[src/rtl/recarga_pkg.sv]
// Shared types and constants for the recharge kiosk and its 7-segment display.
package recarga_pkg;

  // Controller states. Encodings are fixed so waveforms read the same across builds.
  typedef enum logic [2:0] {
    OCIOSO    = 3'd0,
    COLETANDO = 3'd1,
    ENVIANDO  = 3'd2,
    INTERVALO = 3'd3,
    ERRO      = 3'd4
  } estado_t;

  // Pass ceiling: the most credit one transaction may carry.
  localparam int MAX_CREDITO_PADRAO = 5;

  // Cycles a chunk may wait for rec_ack before the link is declared dead.
  localparam int TIMEOUT_PADRAO = 15;

  // Largest chunk the turnstile accepts in one handshake.
  localparam logic [1:0] QTD_MAX = 2'd3;

  // Segment patterns, bit 6 = g ... bit 0 = a, active high.
  localparam logic [6:0] DIG0        = 7'b0111111;
  localparam logic [6:0] DIG1        = 7'b0000110;
  localparam logic [6:0] DIG2        = 7'b1011011;
  localparam logic [6:0] DIG3        = 7'b1001111;
  localparam logic [6:0] DIG4        = 7'b1100110;
  localparam logic [6:0] DIG5        = 7'b1101101;
  localparam logic [6:0] DIG_APAGADO = 7'b0000000;

  // Size of the next chunk: whatever is left, capped at QTD_MAX.
  function automatic logic [1:0] qtd_chunk(input logic [2:0] credito);
    if (credito >= {1'b0, QTD_MAX}) begin
      return QTD_MAX;
    end
    return credito[1:0];
  endfunction

endpackage

[src/rtl/recarga_quiosque_dec7seg.sv]
// Combinational 3-bit to 7-segment decoder. Shows 0..5; anything else is blank,
// so the turnstile display can reuse it unchanged.
module dec7seg
  import recarga_pkg::*;
(
  input  logic [2:0] i_valor,
  output logic [6:0] o_seg
);

  // Map the credit value onto its segment pattern.
  always_comb begin
    unique case (i_valor)
      3'd0:    o_seg = DIG0;
      3'd1:    o_seg = DIG1;
      3'd2:    o_seg = DIG2;
      3'd3:    o_seg = DIG3;
      3'd4:    o_seg = DIG4;
      3'd5:    o_seg = DIG5;
      default: o_seg = DIG_APAGADO;
    endcase
  end

endmodule

[src/rtl/recarga_quiosque.sv]
// Recharge kiosk: collects coins, then pushes the credit to the turnstile in
// chunks of at most QTD_MAX over a valid/ack link, with refund and timeout handling.
module recarga_quiosque
  import recarga_pkg::*;
#(
  parameter int MAX_CREDITO = MAX_CREDITO_PADRAO,
  parameter int TIMEOUT     = TIMEOUT_PADRAO
) (
  input  logic       clk_2,
  input  logic       reset,
  input  logic       moeda,
  input  logic [1:0] valor_moeda,
  input  logic       sel_passe,
  input  logic       confirma,
  input  logic       cancela,
  output logic       rec_valid,
  output logic       rec_passe,
  output logic [1:0] rec_qtd,
  input  logic       rec_ack,
  output logic [2:0] credito,
  output logic       devolve,
  output logic       estorno_valid,
  output logic [2:0] estorno_qtd,
  output logic       concluido,
  output logic       erro,
  output logic [6:0] seg
);

  estado_t    r_estado;
  logic [2:0] r_credito;
  logic [3:0] r_cnt;
  logic       r_rec_valid;
  logic       r_rec_passe;
  logic [1:0] r_rec_qtd;
  logic       r_devolve;
  logic       r_estorno_valid;
  logic [2:0] r_estorno_qtd;
  logic       r_concluido;

  logic [3:0] w_soma;
  logic       w_moeda_cabe;
  logic       w_aceita;
  logic [2:0] w_resto;
  logic [1:0] w_qtd_nova;
  logic       w_expirou;

  // Coin acceptance and chunk arithmetic, shared by the state register below.
  always_comb begin
    // NOTE: every signal gets a value before any branch so no latch is inferred.
    w_aceita     = 1'b0;
    // Four bits wide so credit + coin can never wrap back under the ceiling.
    w_soma       = {1'b0, r_credito} + {2'b00, valor_moeda};
    w_moeda_cabe = moeda && (valor_moeda != 2'd0) && (w_soma <= 4'(MAX_CREDITO));
    w_resto      = r_credito - {1'b0, r_rec_qtd};
    w_qtd_nova   = qtd_chunk(r_credito);
    w_expirou    = (r_cnt == 4'(TIMEOUT - 1));
    unique case (r_estado)
      OCIOSO:    w_aceita = w_moeda_cabe;
      // Cancel and confirm both pre-empt a coin arriving in the same cycle.
      COLETANDO: w_aceita = w_moeda_cabe && !cancela &&
                            !(confirma && (r_credito != 3'd0));
      default:   w_aceita = 1'b0;
    endcase
  end

  // Controller state, credit and all registered outputs.
  always_ff @(posedge clk_2 or posedge reset) begin
    if (reset) begin
      r_estado        <= OCIOSO;
      r_credito       <= 3'd0;
      r_cnt           <= 4'd0;
      r_rec_valid     <= 1'b0;
      r_rec_passe     <= 1'b0;
      r_rec_qtd       <= 2'd0;
      r_devolve       <= 1'b0;
      r_estorno_valid <= 1'b0;
      r_estorno_qtd   <= 3'd0;
      r_concluido     <= 1'b0;
    end else begin
      // NOTE: non-blocking assignments so every register samples pre-edge values.
      // Pulses default low; any coin not accepted this cycle is handed back.
      r_devolve       <= moeda && !w_aceita;
      r_estorno_valid <= 1'b0;
      r_estorno_qtd   <= 3'd0;
      r_concluido     <= 1'b0;

      unique case (r_estado)
        OCIOSO: begin
          if (w_aceita) begin
            r_credito <= w_soma[2:0];
            r_estado  <= COLETANDO;
          end
        end

        COLETANDO: begin
          if (cancela) begin
            r_estorno_valid <= 1'b1;
            r_estorno_qtd   <= r_credito;
            r_credito       <= 3'd0;
            r_estado        <= OCIOSO;
          end else if (confirma && (r_credito != 3'd0)) begin
            r_rec_passe <= sel_passe;
            r_rec_qtd   <= w_qtd_nova;
            r_rec_valid <= 1'b1;
            r_cnt       <= 4'd0;
            r_estado    <= ENVIANDO;
          end else if (w_aceita) begin
            r_credito <= w_soma[2:0];
          end
        end

        // Request held stable until ack or timeout; cancel cannot break a transfer.
        ENVIANDO: begin
          if (rec_ack) begin
            r_credito   <= w_resto;
            r_rec_valid <= 1'b0;
            r_rec_qtd   <= 2'd0;
            if (w_resto == 3'd0) begin
              r_concluido <= 1'b1;
              r_estado    <= OCIOSO;
            end else begin
              r_estado <= INTERVALO;
            end
          end else if (w_expirou) begin
            r_rec_valid <= 1'b0;
            r_rec_qtd   <= 2'd0;
            r_estado    <= ERRO;
          end else begin
            r_cnt <= r_cnt + 4'd1;
          end
        end

        // One idle cycle between chunks, then the next chunk with a fresh timeout.
        INTERVALO: begin
          r_rec_valid <= 1'b1;
          r_rec_qtd   <= w_qtd_nova;
          r_cnt       <= 4'd0;
          r_estado    <= ENVIANDO;
        end

        // Credit is kept so the user can get it back with cancela.
        ERRO: begin
          if (cancela) begin
            r_estorno_valid <= 1'b1;
            r_estorno_qtd   <= r_credito;
            r_credito       <= 3'd0;
            r_estado        <= OCIOSO;
          end
        end

        default: r_estado <= OCIOSO;
      endcase
    end
  end

  assign rec_valid     = r_rec_valid;
  assign rec_passe     = r_rec_passe;
  assign rec_qtd       = r_rec_qtd;
  assign credito       = r_credito;
  assign devolve       = r_devolve;
  assign estorno_valid = r_estorno_valid;
  assign estorno_qtd   = r_estorno_qtd;
  assign concluido     = r_concluido;
  assign erro          = (r_estado == ERRO);

  dec7seg u_dec7seg (
    .i_valor (r_credito),
    .o_seg   (seg)
  );

endmodule

[config.mk]
export PLATFORM = sky130hd
export DESIGN_NAME = recarga_quiosque
export DESIGN_NICKNAME = d
export VERILOG_FILES = /design/src/rtl/recarga_pkg.sv /design/src/rtl/recarga_quiosque_dec7seg.sv /design/src/rtl/recarga_quiosque.sv
export SDC_FILE = /design/constraint.sdc
export NUM_CORES = 1
export LEC_CHECK = 0
export BUFFER_PORTS_ARGS = -buffer_cell sky130_fd_sc_hd__buf_2
export CAP_MARGIN = 20
export CORE_MARGIN = 3
export CORE_UTILIZATION = 57
export CTS_CLUSTER_DIAMETER = 150
export DETAILED_ROUTE_END_ITERATION = 7
export GPL_ROUTABILITY_DRIVEN = 0
export PLACE_DENSITY = 0.84
export SKIP_LAST_GASP = 1
export SYNTH_ARGS = -nofsm -noshare
export SYNTH_HDL_FRONTEND = slang
export SYNTH_SLANG_ARGS = --single-unit
[constraint.sdc]
create_clock -name clk_2 -period 3.6 [get_ports clk_2]
set_input_delay 0.54 -clock clk_2 [delete_from_list [all_inputs] [get_ports clk_2]]
set_output_delay 0.54 -clock clk_2 [all_outputs]
set_load 0.03 [all_outputs]
==> results.md, run 1 <==
- Outcome: finished clean
- Hold WS: 336 ps
- Largest net degree at the start of global routing: 21
- CORE AREA: 2060 µm²
- Final min period: 2390 ps
- Syn-to-layout area delta: 15.0%
- Synth area leaders: dfrtp_1, ha_1, inv_1
- Area leader, netlist: dfrtp_1
- Post-synth cell types: 45
- Detail Placement HPWL: 2000 µm
- Crit-path max FO: 9
- Netlist Area Pre-Place: 1300 µm²
- WL/cell: 13.9 µm
- Skew-Pair Late Insertion Delay: 300 ps
- Pre-CTS setup slack: 1210 ps
- Final WS setup: 1210 ps
- Site Rows: 16
- Clk_skew: 9.93 ps
- Fin Setup TNS: 0 ps
- Post-synthesis sequential area ratio: 0.385
- Total CTS buffers: 3
- CTS Hold Bufs: 0
- Cells after Synth: 142
- Syn Nets: 158
- Syn avg cell area: 9.15 µm²
- Most common cell after layout, fill and taps aside: buf_2
- PwrDens: 896 nW/µm²
- Worst Hold Class: in2async
- CP Capture Type: register
- MaxCap Viol Count: 0
- Vias: 1,105
- Worst-Margin Slew: 733 ps
- Vias/cell: 5.67
- H-Tree Depth: 1
- Reg clk slew, reported paths: 120 ps
- Vias in the first global route: 1,050
- First-pass GRT wire length: 4620 µm
- Synth warn: 0
- Period utilization: 0.664
- Critical Path RT: 3810 ps
- Die area: 2890 µm²
- CTS root buffer: clkbuf_4
- Share of cells above drive strength 1: 0.244
- Reg2reg setup slack: 1210 ps
- Drt first pass iters: 4
- Worst vdd ir: 0.718 mV
- PortBufs: 29
- Post-route ant nets: 0
- Antenna diodes: 0
- Initial antenna violation count: 0
- Die W: 53.8 µm
- Most frequent cells in the layout: buf_2, dfrtp_1, inv_1
- Starting Density: 0.630
- Crit path arrival time: 2600 ps
- Fillers: 169
- Worst setup path class: reg2reg
- GRT overflow: 0
- Yosys reg bits: 20
- Top cell type's share of synthesized area: 0.385
- Final #Nets: 185
- LEAKAGE: 0.716 nW
- Final hold vios: 0
- Relative slew slack: 0.511
- # setup viols final: 0
- Resize count post-CTS: 0
- Maximum clock rate: 418 MHz
- CP Launch Type: register
- Total track usage: 0.217
- WL final: 2720 µm
- CTS Sinks: 20
- Die height: 53.8 µm
- CTS max path bufs: 2
- CTS tree: built
- DRC: 0
- RSZ-0062 raised after global routing: no
- DRT iter0 DRCs: 25
- Slew Viols, Final: 0
- Top Ports: 30
- Post-CTS Setup Inserts: 0
final timing paths:
path	from	endpoint	cells past startpoint
setup / recovery	credito[0]	r_estado[0]	9
hold / removal	reset	rec_valid	2
setup reg to reg	credito[0]	r_estado[0]	9
hold reg to reg	rec_passe	rec_passe	1
max in group asynchronous	reset	credito[2]	2
min in group clk_2	moeda	devolve	2
through the flow:
stage | cell area (µm²) | total power [mW] | std cells | util
floorplan | 1300 | 0.986 | 142 | -
global placement | 1440 | 1.13 | 191 | 0.700
detailed placement | 1440 | 1.15 | 191 | 0.700
CTS | 1500 | 1.35 | 195 | 0.725
global route | 1500 | 1.44 | 195 | 0.725
finish | 1500 | 1.34 | 195 | 0.725
layout make-up:
| class | count | area, µm² | share of cell area |
|---|---|---|---|
| sequential | 20 | 500 | 0.335 |
| clock inverter | 1 | 30.0 | 0.0201 |
| clock buffer | 3 | 22.5 | 0.0151 |
| multi-input combinational | 101 | 711 | 0.475 |
| inverter | 14 | 52.6 | 0.0351 |
| tap | 27 | 33.8 | 0.0226 |
| timing repair buffer | 29 | 145 | 0.0971 |
synth_stat cells (all sizes together):
master	count
or2b	1
o22ai	5
or3	1
or3b	1
and3	1
fa	2
a22o	1
xnor2	4
a21boi	1
and2	5
o32a	1
nand3b	3
o31a	1
o31ai	2
nor3	3
mux2	1
buf	7
inv	14
a21oi	8
nand2	4
o2bb2ai	3
or2	2
a21o	2
nand2b	5
dfrtp	20
nor2b	2
o32ai	1
xor2	1
nor2	14
mux2i	2
nor3b	2
a31oi	1
nand3	3
ha	5
o21ai	10
nor4b	2
a211oi	1
sequential cells by signal, summed over array words and instances, names as in the netlist:
| register | cells |
|---|---|
| r_cnt | 4 |
| estorno_valid | 1 |
| rec_passe | 1 |
| rec_qtd | 2 |
| rec_valid | 1 |
| r_estado | 3 |
| credito | 3 |
| concluido | 1 |
| devolve | 1 |
| estorno_qtd | 3 |
routing by layer:
metal,track usage,wire length (µm),vias up
li1,-,-,546
met1,0.301,1200,487
met3,0.0360,230,7
met2,0.339,1240,65
met4,0.0809,45,0
met5,0,0,-
report_power, final:
group / leakage, nW / internal [mW] / switching [mW]
Sequential: 0.262 / 0.293 / 0.118
Clock: 0.0279 / 0.113 / 0.0704
Combinational: 0.425 / 0.271 / 0.475
logic make-up after synthesis:
| kind of cell | synth area share |
|---|---|
| DFF | 0.385 |
| xor gates and xnor gates | 0.0337 |
| muxes | 0.0241 |
| adders and majority gates | 0.0789 |
| buffers and inverters | 0.0683 |
| and+or+nand+nor | 0.225 |
| AOI/OAI and AO/OA | 0.185 |
critical path: stages, from the launching register on:
cell and delay [ps]:
dfrtp_1 500, inv_1 170, ha_1 160, inv_1 50
fa_1 430, xnor2_1 160, nor3b_1 380, nand3b_1 160
o21ai_0 90, a22o_1 190
Note: power is estimated with default switching activity, not from simulation.
==> run 2, diff against run 1 <==
--- a/config.mk
+++ b/config.mk
@@ -8,11 +8,11 @@
 export BUFFER_PORTS_ARGS = -buffer_cell sky130_fd_sc_hd__buf_2
 export CAP_MARGIN = 20
 export CORE_MARGIN = 3
-export CORE_UTILIZATION = 57
+export CORE_UTILIZATION = 53
 export CTS_CLUSTER_DIAMETER = 150
 export DETAILED_ROUTE_END_ITERATION = 7
 export GPL_ROUTABILITY_DRIVEN = 0
-export PLACE_DENSITY = 0.84
+export PLACE_DENSITY = 0.79
 export SKIP_LAST_GASP = 1
 export SYNTH_ARGS = -nofsm -noshare
 export SYNTH_HDL_FRONTEND = slang
==> constraint.sdc (replaced) <==
create_clock -name clk_2 -period 2.4 [get_ports clk_2]
set_input_delay 0.36 -clock clk_2 [delete_from_list [all_inputs] [get_ports clk_2]]
set_output_delay 0.36 -clock clk_2 [all_outputs]
set_load 0.03 [all_outputs]
==> results.md, run 2 (synthesis results as in run 1) <==
- Worst Path Buf+Inv: 2 (unchanged)
- Die W: 55.5 µm (+3.3%)
- Max layer used: met4
- Syn-to-layout area delta: 14.0%
- Worst Hold Class: in2async
- Worst-Margin Slew: 758 ps (+24.6 ps)
- Reg clk slew, reported paths: 110 ps (about the same)
- M1 WL: 1210 µm (+1.2%)
- First-pass GRT wire length: 4890 µm (+6.0%)
- RSZ-0062 raised after global routing: no
- Maximum clock rate: 452 MHz (+8.1%)
- Max reg flops: 4 (unchanged)
- CTS Sinks: 20 (unchanged)
- Detail Placement HPWL: 2210 µm (+10%)
- Worst r2r dst: r_estado[1]
- Share of cells above drive strength 1: 0.249 (+0.00447)
- Routed wl met3: 192 µm (-17%)
- CTS Hold Bufs: 0 (unchanged)
- Slew Viols, Final: 0 (unchanged)
- Wire length on met2: 1380 µm (+11%)
- Largest register by flop count: r_cnt
- Site Rows: 17 (+1)
- Final min period: 2210 ps (-179 ps)
- Max incr delay on CP: 450 ps (-50 ps)
- CTS root buffer: clkbuf_4
- CORE AREA: 2280 µm² (+10%)
- Post-route ant nets: 0 (unchanged)
- PwrDens: 1300 nW/µm² (+45%)
- Largest net degree at the start of global routing: 21 (unchanged)
- DRC: 0 (unchanged)
- Vias: 1,145 (+3.6%)
- Total track usage: 0.197 (-0.0207)
- CTS max path bufs: 2 (unchanged)
- Post-CTS Setup Inserts: 0 (unchanged)
- Most common cell after layout, fill and taps aside: buf_2
- Die height: 55.5 µm (+3.3%)
- Critical Path RT: 2570 ps (-1240 ps)
- CTS tree: built
- Fillers: 195 (+15%)
- Origin of the critical flop-to-flop path: credito[0]
- CP dominant cell by count: inv_1
- Antenna diodes: 0 (unchanged)
- Initial antenna violation count: 0 (unchanged)
- Worst vdd ir: 0.842 mV (+17%)
- Vias in the first global route: 1,130 (+7.6%)
- H-Tree Depth: 1 (unchanged)
- Relative slew slack: 0.494 (-0.0164)
- Skew-Pair Late Insertion Delay: 300 ps (about the same)
- Resize count post-CTS: 0 (unchanged)
- Crit path arrival time: 2380 ps (-220 ps)
- CP delay by family, top: adder cells
- WL final: 2850 µm (+5.1%)
- Period utilization: 0.921 (+0.257)
- GRT overflow: 0 (unchanged)
- CP Capture Type: register
- Crit-path max FO: 5 (-4)
- # setup viols final: 0 (unchanged)
- Reg2reg setup slack: 190 ps (-1020 ps)
- DRT iter0 DRCs: 25 (unchanged)
- WL/cell: 14.5 µm (+4.0%)
- Top Ports: 30 (unchanged)
- Outcome: finished clean
- Total CTS buffers: 3 (unchanged)
- Fin util: 0.651 (-0.0742)
- Vias/cell: 5.81 (+2.6%)
- CP Launch Type: register
- Fin Setup TNS: 0 ps (unchanged)
- Most frequent cells in the layout: buf_2, dfrtp_1, inv_1
- Final hold vios: 0 (unchanged)
- Slowest-stage cell, CP: dfrtp_1
- Drt first pass iters: 4 (unchanged)
- Worst setup path class: reg2reg
- LEAKAGE: 0.711 nW (-0.56%)
- Worst-case reg-to-reg path depth: 9 (unchanged)
- Starting Density: 0.571 (-0.0593)
- PortBufs: 29 (unchanged)
- MaxCap Viol Count: 0 (unchanged)
- CP cell instances: inv_1 -> ha_1 -> inv_1 -> fa_1 -> xnor2_1 -> nor3b_1 -> nor2b_1 -> o31ai_1 -> a21oi_1
- Final #Nets: 187 (+1.1%)
- Die area: 3080 µm² (+6.7%)
- Clk_skew: 0.727 ps (-9.20 ps)
run 2: changes by cell type in the layout (fill, tap and decap cells not counted):
cell / change
bufinv_16: -1
buf_4: +2
run 2: layer usage:
metal  GRT usage  up-vias
li1            -      545
met1       0.246      547
met2       0.328       47
met3      0.0257        6
met4       0.104        0
met5           0        -
run 2: layout make-up:
class / instances / area (µm²) / area share
inverter: 14 / 52.6 / 0.0355
multi-input combinational: 101 / 711 / 0.480
sequential: 20 / 500 / 0.338
tap: 28 / 35.0 / 0.0236
timing repair buffer: 31 / 160 / 0.108
clock buffer: 3 / 22.5 / 0.0152
run 2: worst max path at each step:
| stage | start | to | slack, ps | cells after the start |
|---|---|---|---|---|
| after global placement | valor_moeda[0] | credito[2] | 250 | 9 |
| after global routing | credito[0] | r_estado[0] | 50 | 9 |
| after detailed placement | valor_moeda[0] | credito[2] | 210 | 9 |
| final | credito[0] | r_estado[1] | 190 | 9 |
| after CTS | credito[0] | credito[2] | 190 | 8 |
| after floorplan | credito[1] | credito[2] | 110 | 8 |
run 2: through the flow:
| stage | cell area [µm²] | setup slack (ps) | cells | power [mW] | hold slack (ps) |
|---|---|---|---|---|---|
| floorplan | 1300 | 108 | 142 | 1.48 | 324 |
| global placement | 1460 | 245 | 194 | 1.73 | 483 |
| detailed placement | 1460 | 212 | 194 | 1.77 | 510 |
| CTS | 1480 | 191 | 197 | 1.93 | 199 |
| global route | 1480 | 53.9 | 197 | 2.07 | 231 |
| finish | 1480 | 190 | 197 | 1.92 | 177 |
run 2: report_power, final:
part,switching [mW],total (mW),leakage [nW],internal [mW]
registers,0.157,0.598,0.262,0.441
clock network,0.0992,0.158,0.0138,0.0585
logic,0.745,1.17,0.435,0.423
total,1.00,1.92,0.711,0.923
